`src/rtl/pmod_gpio_pkg.sv`:
```
// Shared constants and helpers for the Pmod GPIO sampler.
// Holds the pin counts and the debounce counter width function used when
// PMOD_GPIO_SAMPLER_DEBOUNCE_EN is defined.
package pmod_gpio_pkg;

  localparam int ROW_PINS  = 4;
  localparam int PMOD_PINS = 8;

  // Counter must hold 0 .. n-1; never narrower than one bit.
  function automatic int cnt_width(input int n);
    int w;
    if (n <= 32'sd2) begin
      w = 32'sd1;
    end else begin
      w = $clog2(n);
    end
    return w;
  endfunction

endpackage

```
`src/rtl/pmod_gpio_debounce.sv`:
```
// Single-pin conditioner: synchronizer chain, optional debounce counter,
// stable level register and registered rise/fall pulses.
// Macro PMOD_GPIO_SAMPLER_DEBOUNCE_EN selects the counter-based debounce;
// without it the stable level simply follows the synchronized level.
module pmod_gpio_debounce
  import pmod_gpio_pkg::*;
#(
  parameter int SYNC_STAGES = 2
`ifdef PMOD_GPIO_SAMPLER_DEBOUNCE_EN
  ,
  parameter int DEBOUNCE_CYCLES = 1000
`endif
) (
  input  logic clk,
  input  logic rst,
  input  logic i_pin,
  output logic o_level,
  output logic o_rise,
  output logic o_fall
);

  logic [SYNC_STAGES-1:0] r_sync;
  logic                   w_sync;
  logic                   r_stable;
  logic                   r_rise;
  logic                   r_fall;
  logic                   w_stable_nxt;
  logic                   w_change;

  assign w_sync = r_sync[SYNC_STAGES-1];

  // Shift the raw pin through the synchronizer chain.
  always_ff @(posedge clk or posedge rst) begin
    if (rst) begin
      r_sync <= {SYNC_STAGES{1'b0}};
    end else begin
      r_sync <= {r_sync[SYNC_STAGES-2:0], i_pin};
    end
  end

`ifdef PMOD_GPIO_SAMPLER_DEBOUNCE_EN
  localparam int                 CNT_W    = cnt_width(DEBOUNCE_CYCLES);
  localparam logic [CNT_W-1:0]   CNT_LAST = CNT_W'(DEBOUNCE_CYCLES - 1);

  logic [CNT_W-1:0] r_cnt;
  logic [CNT_W-1:0] w_cnt_nxt;

  // Count while synchronized and stable levels differ; accept at CNT_LAST.
  always_comb begin
    w_cnt_nxt    = r_cnt;
    w_stable_nxt = r_stable;
    w_change     = 1'b0;
    if (w_sync == r_stable) begin
      w_cnt_nxt = {CNT_W{1'b0}};
    end else if (r_cnt == CNT_LAST) begin
      w_cnt_nxt    = {CNT_W{1'b0}};
      w_stable_nxt = w_sync;
      w_change     = 1'b1;
    end else begin
      w_cnt_nxt = r_cnt + CNT_W'(1);
    end
  end

  // Debounce counter register.
  always_ff @(posedge clk or posedge rst) begin
    if (rst) begin
      r_cnt <= {CNT_W{1'b0}};
    end else begin
      r_cnt <= w_cnt_nxt;
    end
  end
`else
  // Without debounce the stable level tracks the synchronizer every cycle.
  always_comb begin
    w_stable_nxt = w_sync;
    w_change     = w_sync ^ r_stable;
  end
`endif

  // Stable level plus one-cycle edge pulses aligned with its update.
  always_ff @(posedge clk or posedge rst) begin
    if (rst) begin
      r_stable <= 1'b0;
      r_rise   <= 1'b0;
      r_fall   <= 1'b0;
    end else begin
      r_stable <= w_stable_nxt;
      r_rise   <= w_change & w_stable_nxt;
      r_fall   <= w_change & ~w_stable_nxt;
    end
  end

  assign o_level = r_stable;
  assign o_rise  = r_rise;
  assign o_fall  = r_fall;

endmodule

```
`src/rtl/pmod_gpio_sampler.sv`:
```
// Pmod GPIO sampler top: conditions 8 bridge pins into debounced levels for
// AXI GPIO and collects masked sticky edge events with an OR-reduced irq.
// Optional macro: PMOD_GPIO_SAMPLER_DEBOUNCE_EN (counter-based debounce).
module pmod_gpio_sampler
  import pmod_gpio_pkg::*;
#(
  parameter int SYNC_STAGES     = 2,
  parameter int DEBOUNCE_CYCLES = 1000
) (
  input  logic                 clk,
  input  logic                 rst,
  input  logic [ROW_PINS-1:0]  top_tri_i,
  input  logic [ROW_PINS-1:0]  bottom_tri_i,
  output logic [PMOD_PINS-1:0] gpio_tri_i,
  input  logic [PMOD_PINS-1:0] rise_mask,
  input  logic [PMOD_PINS-1:0] fall_mask,
  input  logic [PMOD_PINS-1:0] event_clr,
  output logic [PMOD_PINS-1:0] event_o,
  output logic                 irq
);

  if (SYNC_STAGES < 2 || DEBOUNCE_CYCLES < 1) begin : g_param_check
    $error("pmod_gpio_sampler: SYNC_STAGES must be >= 2 and DEBOUNCE_CYCLES >= 1");
  end

  logic [PMOD_PINS-1:0] w_pins;
  logic [PMOD_PINS-1:0] w_level;
  logic [PMOD_PINS-1:0] w_rise;
  logic [PMOD_PINS-1:0] w_fall;
  logic [PMOD_PINS-1:0] w_event_nxt;
  logic [PMOD_PINS-1:0] r_event;

  assign w_pins = {bottom_tri_i, top_tri_i};

  for (genvar g = 0; g < PMOD_PINS; g++) begin : g_pin
    pmod_gpio_debounce #(
      .SYNC_STAGES     (SYNC_STAGES)
`ifdef PMOD_GPIO_SAMPLER_DEBOUNCE_EN
      ,
      .DEBOUNCE_CYCLES (DEBOUNCE_CYCLES)
`endif
    ) u_debounce (
      .clk     (clk),
      .rst     (rst),
      .i_pin   (w_pins[g]),
      .o_level (w_level[g]),
      .o_rise  (w_rise[g]),
      .o_fall  (w_fall[g])
    );
  end

  // Sticky events: clear by pulse, masked edge pulses set; set wins.
  always_comb begin
    w_event_nxt = (r_event & ~event_clr) | (w_rise & rise_mask) | (w_fall & fall_mask);
  end

  // Event flag register.
  always_ff @(posedge clk or posedge rst) begin
    if (rst) begin
      r_event <= {PMOD_PINS{1'b0}};
    end else begin
      r_event <= w_event_nxt;
    end
  end

  assign gpio_tri_i = w_level;
  assign event_o    = r_event;
  assign irq        = |r_event;

endmodule

```
`config.mk`:
```
export PLATFORM = sky130hd
export DESIGN_NAME = pmod_gpio_sampler
export DESIGN_NICKNAME = d
export VERILOG_FILES = /design/src/rtl/pmod_gpio_pkg.sv /design/src/rtl/pmod_gpio_debounce.sv /design/src/rtl/pmod_gpio_sampler.sv
export SDC_FILE = /design/constraint.sdc
export NUM_CORES = 1
export LEC_CHECK = 0
export ABC_AREA = 0
export ABC_CLOCK_PERIOD_IN_PS = 1700
export BUFFER_PORTS_ARGS = -buffer_cell sky130_fd_sc_hd__buf_2
export CAP_MARGIN = 20
export CORE_MARGIN = 2
export CORE_UTILIZATION = 48
export CTS_CLUSTER_SIZE = 16
export DETAILED_ROUTE_END_ITERATION = 16
export PLACE_DENSITY = 0.75
export SETUP_SLACK_MARGIN = 0.3
export SLEW_MARGIN = 15
export SYNTH_ARGS = -nofsm -noshare
export SYNTH_HDL_FRONTEND = slang
export SYNTH_SLANG_ARGS = --single-unit
```
`constraint.sdc`:
```
create_clock -name clk -period 1.7 [get_ports clk]
set_input_delay 0.255 -clock clk [delete_from_list [all_inputs] [get_ports clk]]
set_output_delay 0.255 -clock clk [all_outputs]
set_load 0.01 [all_outputs]
```
==> flow_summary_export.csv, run 1 <==
group,metric,value,unit
setup_path,rr_worst_depth,2,
global_route,grt_antenna_before_repair,0,
yosys,seq_area_frac_synth,0.7908,
timing,holdWs,77.72,ps
floorplanning,die_width,60.26,um
yosys,ys_top_cells_by_count,"48 x dfrtp_1, 16 x nor2b_1, 8 x buf_4, 8 x inv_1",
layout,nNetsFinal,195,
setup_path,crit_path_end_kind,"output pin",
yosys,async_reset_ff_frac,1.000,
yosys,ys_ff_latch,48,
clock_network,cts_tree,"yes",
floorplanning,start_util,0.5017,
floorplanning,core_area,3028,um^2
clock_network,cts.clk_slew.worst_paths,110,ps
setup_path,cp-startpoint,"event_o[1]",
yosys,synth.area.top_cells,"dfrtp_1 79%, nor2b_1 6.6%, buf_4 4.0%, a22oi_1 3.5%, o21ai_0 2.3%",
yosys,syn-cell-area,1519,um^2
floorplanning,rows,20,
setup_path,reg2reg_from,"event_o[6]",
placement,dp_hpwl,1818,um
yosys,yosysMostFrequentCell,"dfrtp_1",
setup_path,max_stage_delay,430,ps
power,p_per_area,999.3,nW/um^2
power,p_leak,0.9755,nW
placement,port_buffers,50,
setup_path,crit_required,1440,ps
worst_hold_path,worstHoldStart,"event_clr[3]",
timing,layout_setup_ws,150.5,ps
clock_network,root_buffer,"clkbuf_4",
power,ir_worst_vdd,0.6887,mV
placement,post-place-ws,440.2,ps
global_route,grt_first_pass_wirelength,4043,um
detailed_routing,drc,0,
yosys,synth_edf_count,0,
setup_path,critical_path_arrival,1290,ps
timing,slew_violations,0,
clock_network,cts.sinks,48,
setup_path,rrSetupSlack,790,ps
worst_hold_path,hold_end,"event_o[3]",
detailed_routing,first_pass_iters,4,
clock_network,clock_path_buffers,2,
timing,worst_pin_slew,457.7,ps
layout,diodes,0,
floorplanning,io_pins,51,
layout,multi_input_area,249.0,um^2
timing,final_hold_viol_count,0,
detailed_routing,dr.first_iter.drc_count,20,
placement,place_congestion,0.6854,
timing,maxSlewHeadroom,0.6944,
global_route,overflow,0,
detailed_routing,routed_via_density,4.573,
setup_path,crit_slowest_cell,"dfrtp_1",
worst_hold_path,hold_path_class,"input pin to flop",
timing,final.setup.tns,0,ps
global_route,grt_usage,0.1615,
timing,rsz0062_at_grt,"yes",
global_route,grt_start_max_net_pins,24,
yosys,syn-num-nets,133,
timing,fmax,0.6454,GHz
detailed_routing,wl_per_cell,12.15,um
setup_path,path_cells,"nor4_4, nand2_1, buf_2",
floorplanning,die_y,60.26,um
clock_network,cts_htree_levels,2,
layout,n_fill_cell,222,
yosys,netlist_instances,99,
timing,clock_skew,8.518,ps
clock_network,cts_made_buffers,5,
run,max-cap-violations,0,
detailed_routing,ant_nets,0,
outcome,status,"finished clean",
layout,layout-drive-gt1-share,0.3951,
yosys,netlist.area_leader.share,0.7908,
layout,syn2layout_area_growth,29.32,%
clock_network,clock_latency,340,ps
floorplanning,dieArea,3631,um^2
worst_hold_path,min_path_cells,2,
yosys,synth_flop_cell,"dfrtp_1",
setup_path,path_max_fanout,2,
setup_path,start_kind,"flop",
yosys,ys_warn_count,0,
yosys,yosysTopAreaCell,"dfrtp_1",
setup_path,r2r-end,"event_o[6]",
timing,setup_viol,0,
detailed_routing,drt_wl_total,2503,um
setup_path,critical_path_class,"flop to output pin",
layout,register_area,1201,um^2
global_route,grt_pass1_vias,950,
timing,layout_min_cycle_time,1550,ps
detailed_routing,vias,942,
yosys,yosys.cell_types.count,10,
yosys,avgSynthCellArea,15.34,um^2
timing,post-route-period-util,0.9115,
## kinds of logic after synthesis
group	count (synthesis)	synth area share
AND/OR/NAND/NOR	20	0.08566
flip-flops	48	0.7908
AO/OA/AOI/OAI	15	0.06425
buffers and inverters	16	0.05931
## sequential cells by signal (all words and copies together) (netlist names)
register,cells
g_pin.u_debounce.r_sync,16
event_o,8
g_pin.u_debounce.o_fall,8
g_pin.u_debounce.o_level,8
g_pin.u_debounce.o_rise,8
## what timing repair did
item	4_1_cts	5_1_grt
pin swaps	1	0
hold buffers	7	2
hold endpoints to repair	27	2
endpoints found under the setup margin	1	1
setup buffers	2	0
resized for setup	2	1
gates cloned	0	0
## area by class of cell
class	count	area share
Inverter	8	0.01529
Multi-Input combinational cell	35	0.1268
Timing Repair Buffer	63	0.1885
Sequential cell	48	0.6115
Clock buffer	8	0.02994
Tap cell	44	0.02803
## worst max-delay path: cells and delay by family (launching register included)
family | cells | cell delay [ps]
flops | 1 | 430
buf+inv | 1 | 150
simple gates | 2 | 390
## metal layers
metal | routed length, um | up-vias | global-route usage | share of wire
li1 | - | 437 | - | -
met1 | 967 | 457 | 0.1830 | 0.39
met2 | 1265 | 42 | 0.2655 | 0.51
met3 | 229 | 6 | 0.07792 | 0.091
met4 | 40 | 0 | 0.05714 | 0.016
met5 | 0 | - | 0 | 0
## worst max-delay path by stage
stage | to | cells after the start | slack, ps
3_5_place_dp | irq | 3 | 440
4_1_cts | irq | 3 | 140
3_3_place_gp | irq | 3 | 540
6_report | irq | 3 | 150
2_1_floorplan | event_o[0] | 1 | 300
5_1_grt | irq | 3 | 50
## stage by stage
| stage | area, um^2 | total power, mW | std cells | utilization |
|---|---|---|---|---|
| 6_report | 1964 | 1.963 | 206 | 0.6488 |
| 5_1_grt | 1964 | 2.068 | 206 | 0.6488 |
| 2_1_floorplan | 1519 | 1.349 | 99 | - |
| 3_3_place_gp | 1779 | 1.422 | 187 | 0.5876 |
| 4_1_cts | 1936 | 1.974 | 204 | 0.6393 |
| 3_5_place_dp | 1779 | 1.435 | 187 | 0.5876 |
## layout by cell type, fill, tap and decap left out, drive strengths merged
cell         instances
a22oi                7
dlygate4sd3          9
nand2                1
nor2b               17
o21ai                7
nor4                 2
a221o                1
dfrtp               48
inv                  8
buf                 54
clkbuf               8
## power by group
group / switching [mW] / internal [mW] / total [mW]
combinational: 0.0863 / 0.102 / 0.189
sequential: 0.0437 / 1.21 / 1.25
clock: 0.316 / 0.205 / 0.521
No activity file was read; power rests on OpenSTA's default activity.
==> run 2, diff against run 1 <==
HOLD_SLACK_MARGIN = 0.08   (was not set)
PLACE_DENSITY = 0.8   (was 0.75)
SKIP_LAST_GASP = 1   (was not set)
==> run 2 against run 1 <==
Compared with the run above: core utilization is 4.0 points higher; count of clock-buffer cells in the layout fell by 3; total power is 21% higher; combinational power hardly changed; non-clock buffer count is 4 higher; hold slack gained 49 ps; setup slack improved by 8.1 ps; sequential power hardly changed; final cell count grew 1.9%; critical endpoint unchanged; largest power group unchanged.
==> flow_summary_export.csv, run 2 (same netlist as run 1, synthesis figures left out) <==
group,metric,value,unit
setup_path,rrSetupSlack,800,ps
layout,nNetsFinal,199,
worst_hold_path,hold_end,"event_o[1]",
timing,setup_viol,0,
floorplanning,dieArea,3631,um^2
placement,place_area,1784,um^2
clock_network,clock_latency,350,ps
setup_path,crit_path_end_kind,"output pin",
clock_network,root_buffer,"clkbuf_4",
detailed_routing,dr.first_iter.drc_count,10,
layout,largest_reg_flops,16,
timing,final.setup.tns,0,ps
timing,clock_skew,7.457,ps
timing,fmax,0.6488,GHz
global_route,grt_first_pass_wirelength,4002,um
detailed_routing,vias,939,
timing,rsz0062_at_grt,"yes",
floorplanning,io_pins,51,
setup_path,max_stage_delay,420,ps
worst_hold_path,worstHoldStart,"fall_mask[1]",
power,pwr-share-seq,0.525,
detailed_routing,first_pass_iters,4,
detailed_routing,ant_nets,0,
layout,final_area,2085,um^2
clock_network,cts_made_buffers,5,
power,p_sw_frac,0.1939,
global_route,grt_antenna_before_repair,0,
layout,diodes,0,
detailed_routing,wl_per_cell,12.16,um
detailed_routing,drc,0,
setup_path,critical_path_arrival,1290,ps
floorplanning,rows,20,
layout,top_register,"g_pin.u_debounce.r_sync",
power,comb_power_share,0.081,
clock_network,cts.clk_slew.worst_paths,130,ps
global_route,grt_pass1_vias,988,
detailed_routing,routed_via_density,4.471,
setup_path,cp-startpoint,"event_o[6]",
clock_network,cts_tree,"yes",
setup_path,rr_worst_depth,2,
worst_hold_path,min_path_cells,3,
clock_network,clock_path_buffers,2,
global_route,overflow,0,
timing,maxSlewHeadroom,0.6946,
placement,place_congestion,0.6579,
timing,post-route-period-util,0.9067,
global_route,grt_usage,0.1603,
clock_network,cts.sinks,48,
timing,worst_pin_slew,457.5,ps
setup_path,path_max_fanout,3,
layout,final_common_cell,"buf_2",
power,p_leak,1.026,nW
clock_network,cts_htree_levels,2,
layout,register_area,1201,um^2
setup_path,path_cells,"nor4_2, nand2_1, buf_2",
setup_path,r2r-end,"event_o[6]",
floorplanning,start_util,0.5017,
clock_network,post-cts-setup-buffers,0,
layout,syn2layout_area_growth,37.23,%
floorplanning,die_width,60.26,um
timing,slew_violations,0,
power,power_switching,462.4,uW
placement,post-place-ws,476.2,ps
floorplanning,core_area,3028,um^2
setup_path,critical_path_class,"flop to output pin",
layout,layout-drive-gt1-share,0.3795,
timing,layout_setup_ws,158.6,ps
power,ir_worst_vdd,0.6794,mV
detailed_routing,drt_wl_total,2553,um
setup_path,reg2reg_from,"event_o[6]",
setup_path,crit_slowest_cell,"dfrtp_1",
layout,layout_common_cells,"50 x buf_2, 48 x dfrtp_1, 16 x nor2b_1, 16 x dlygate4sd3_1",
setup_path,start_kind,"flop",
layout,multi_input_area,240.2,um^2
power,clock_power_share,0.395,
global_route,grt_start_max_net_pins,28,
power,p_per_area,1144,nW/um^2
layout,n_fill_cell,226,
power,intPower,1.922,mW
placement,port_buffers,50,
timing,layout_min_cycle_time,1541,ps
run,max-cap-violations,0,
timing,final_hold_viol_count,0,
floorplanning,die_y,60.26,um
worst_hold_path,hold_path_class,"input pin to flop",
placement,dp_hpwl,1867,um
outcome,status,"finished clean",
setup_path,crit_required,1440,ps
-- run 2: timing repair --
action                                 in CTS  in global routing
setup endpoints to repair                   1                  1
hold buffers                               16                  0
resized for setup                           2                  0
endpoints found under the hold margin      36                  0
pin swaps                                   1                  2
-- run 2: area by class of cell --
type | count | share of cell area
Clock buffer | 5 | 0.01801
Clock inverter | 3 | 0.04322
Tap cell | 44 | 0.02641
Timing Repair Buffer | 67 | 0.2065
Multi-Input combinational cell | 35 | 0.1152
Sequential cell | 48 | 0.5762
Inverter | 8 | 0.01441
-- run 2: worst max-delay path: cells and delay by family (launching register included) --
kind | cells | cell delay, ps
AND/OR/NAND/NOR | 2 | 380
buffers and inverters | 1 | 140
flip-flops | 1 | 420
-- run 2: how the worst max path moves through the flow --
stage	endpoint	depth (start not counted)
final	irq	3
after global placement	irq	3
after floorplan	event_o[0]	1
after global routing	irq	3
after CTS	irq	3
after detailed placement	irq	3
-- run 2: stage by stage --
step	utilization	total power, mW	hold slack [ps]	std cells
finish	0.6884	2.385	126.6	210
CTS	0.6884	2.415	109.4	210
floorplan	-	1.349	286.4	99
global placement	0.5893	1.425	277.8	186
global route	0.6884	2.482	123.7	210
detailed placement	0.5893	1.437	291.8	186
-- run 2: power by group through the flow --
stage	Sequential (mW)	Combinational (mW)	Clock (mW)
2_1_floorplan	1.27	0.0767	0
3_3_place_gp	1.26	0.162	0
3_5_place_dp	1.27	0.166	0
4_1_cts	1.25	0.197	0.966
5_1_grt	1.26	0.215	1.01
6_report	1.25	0.192	0.941
-- run 2: per-layer routing --
layer / vias to the layer above / global-route usage / wire [um]
met5: - / 0 / 0
met1: 449 / 0.1601 / 946
met2: 38 / 0.2966 / 1385
li1: 447 / - / -
met4: 0 / 0.07619 / 44
met3: 5 / 0.04978 / 176
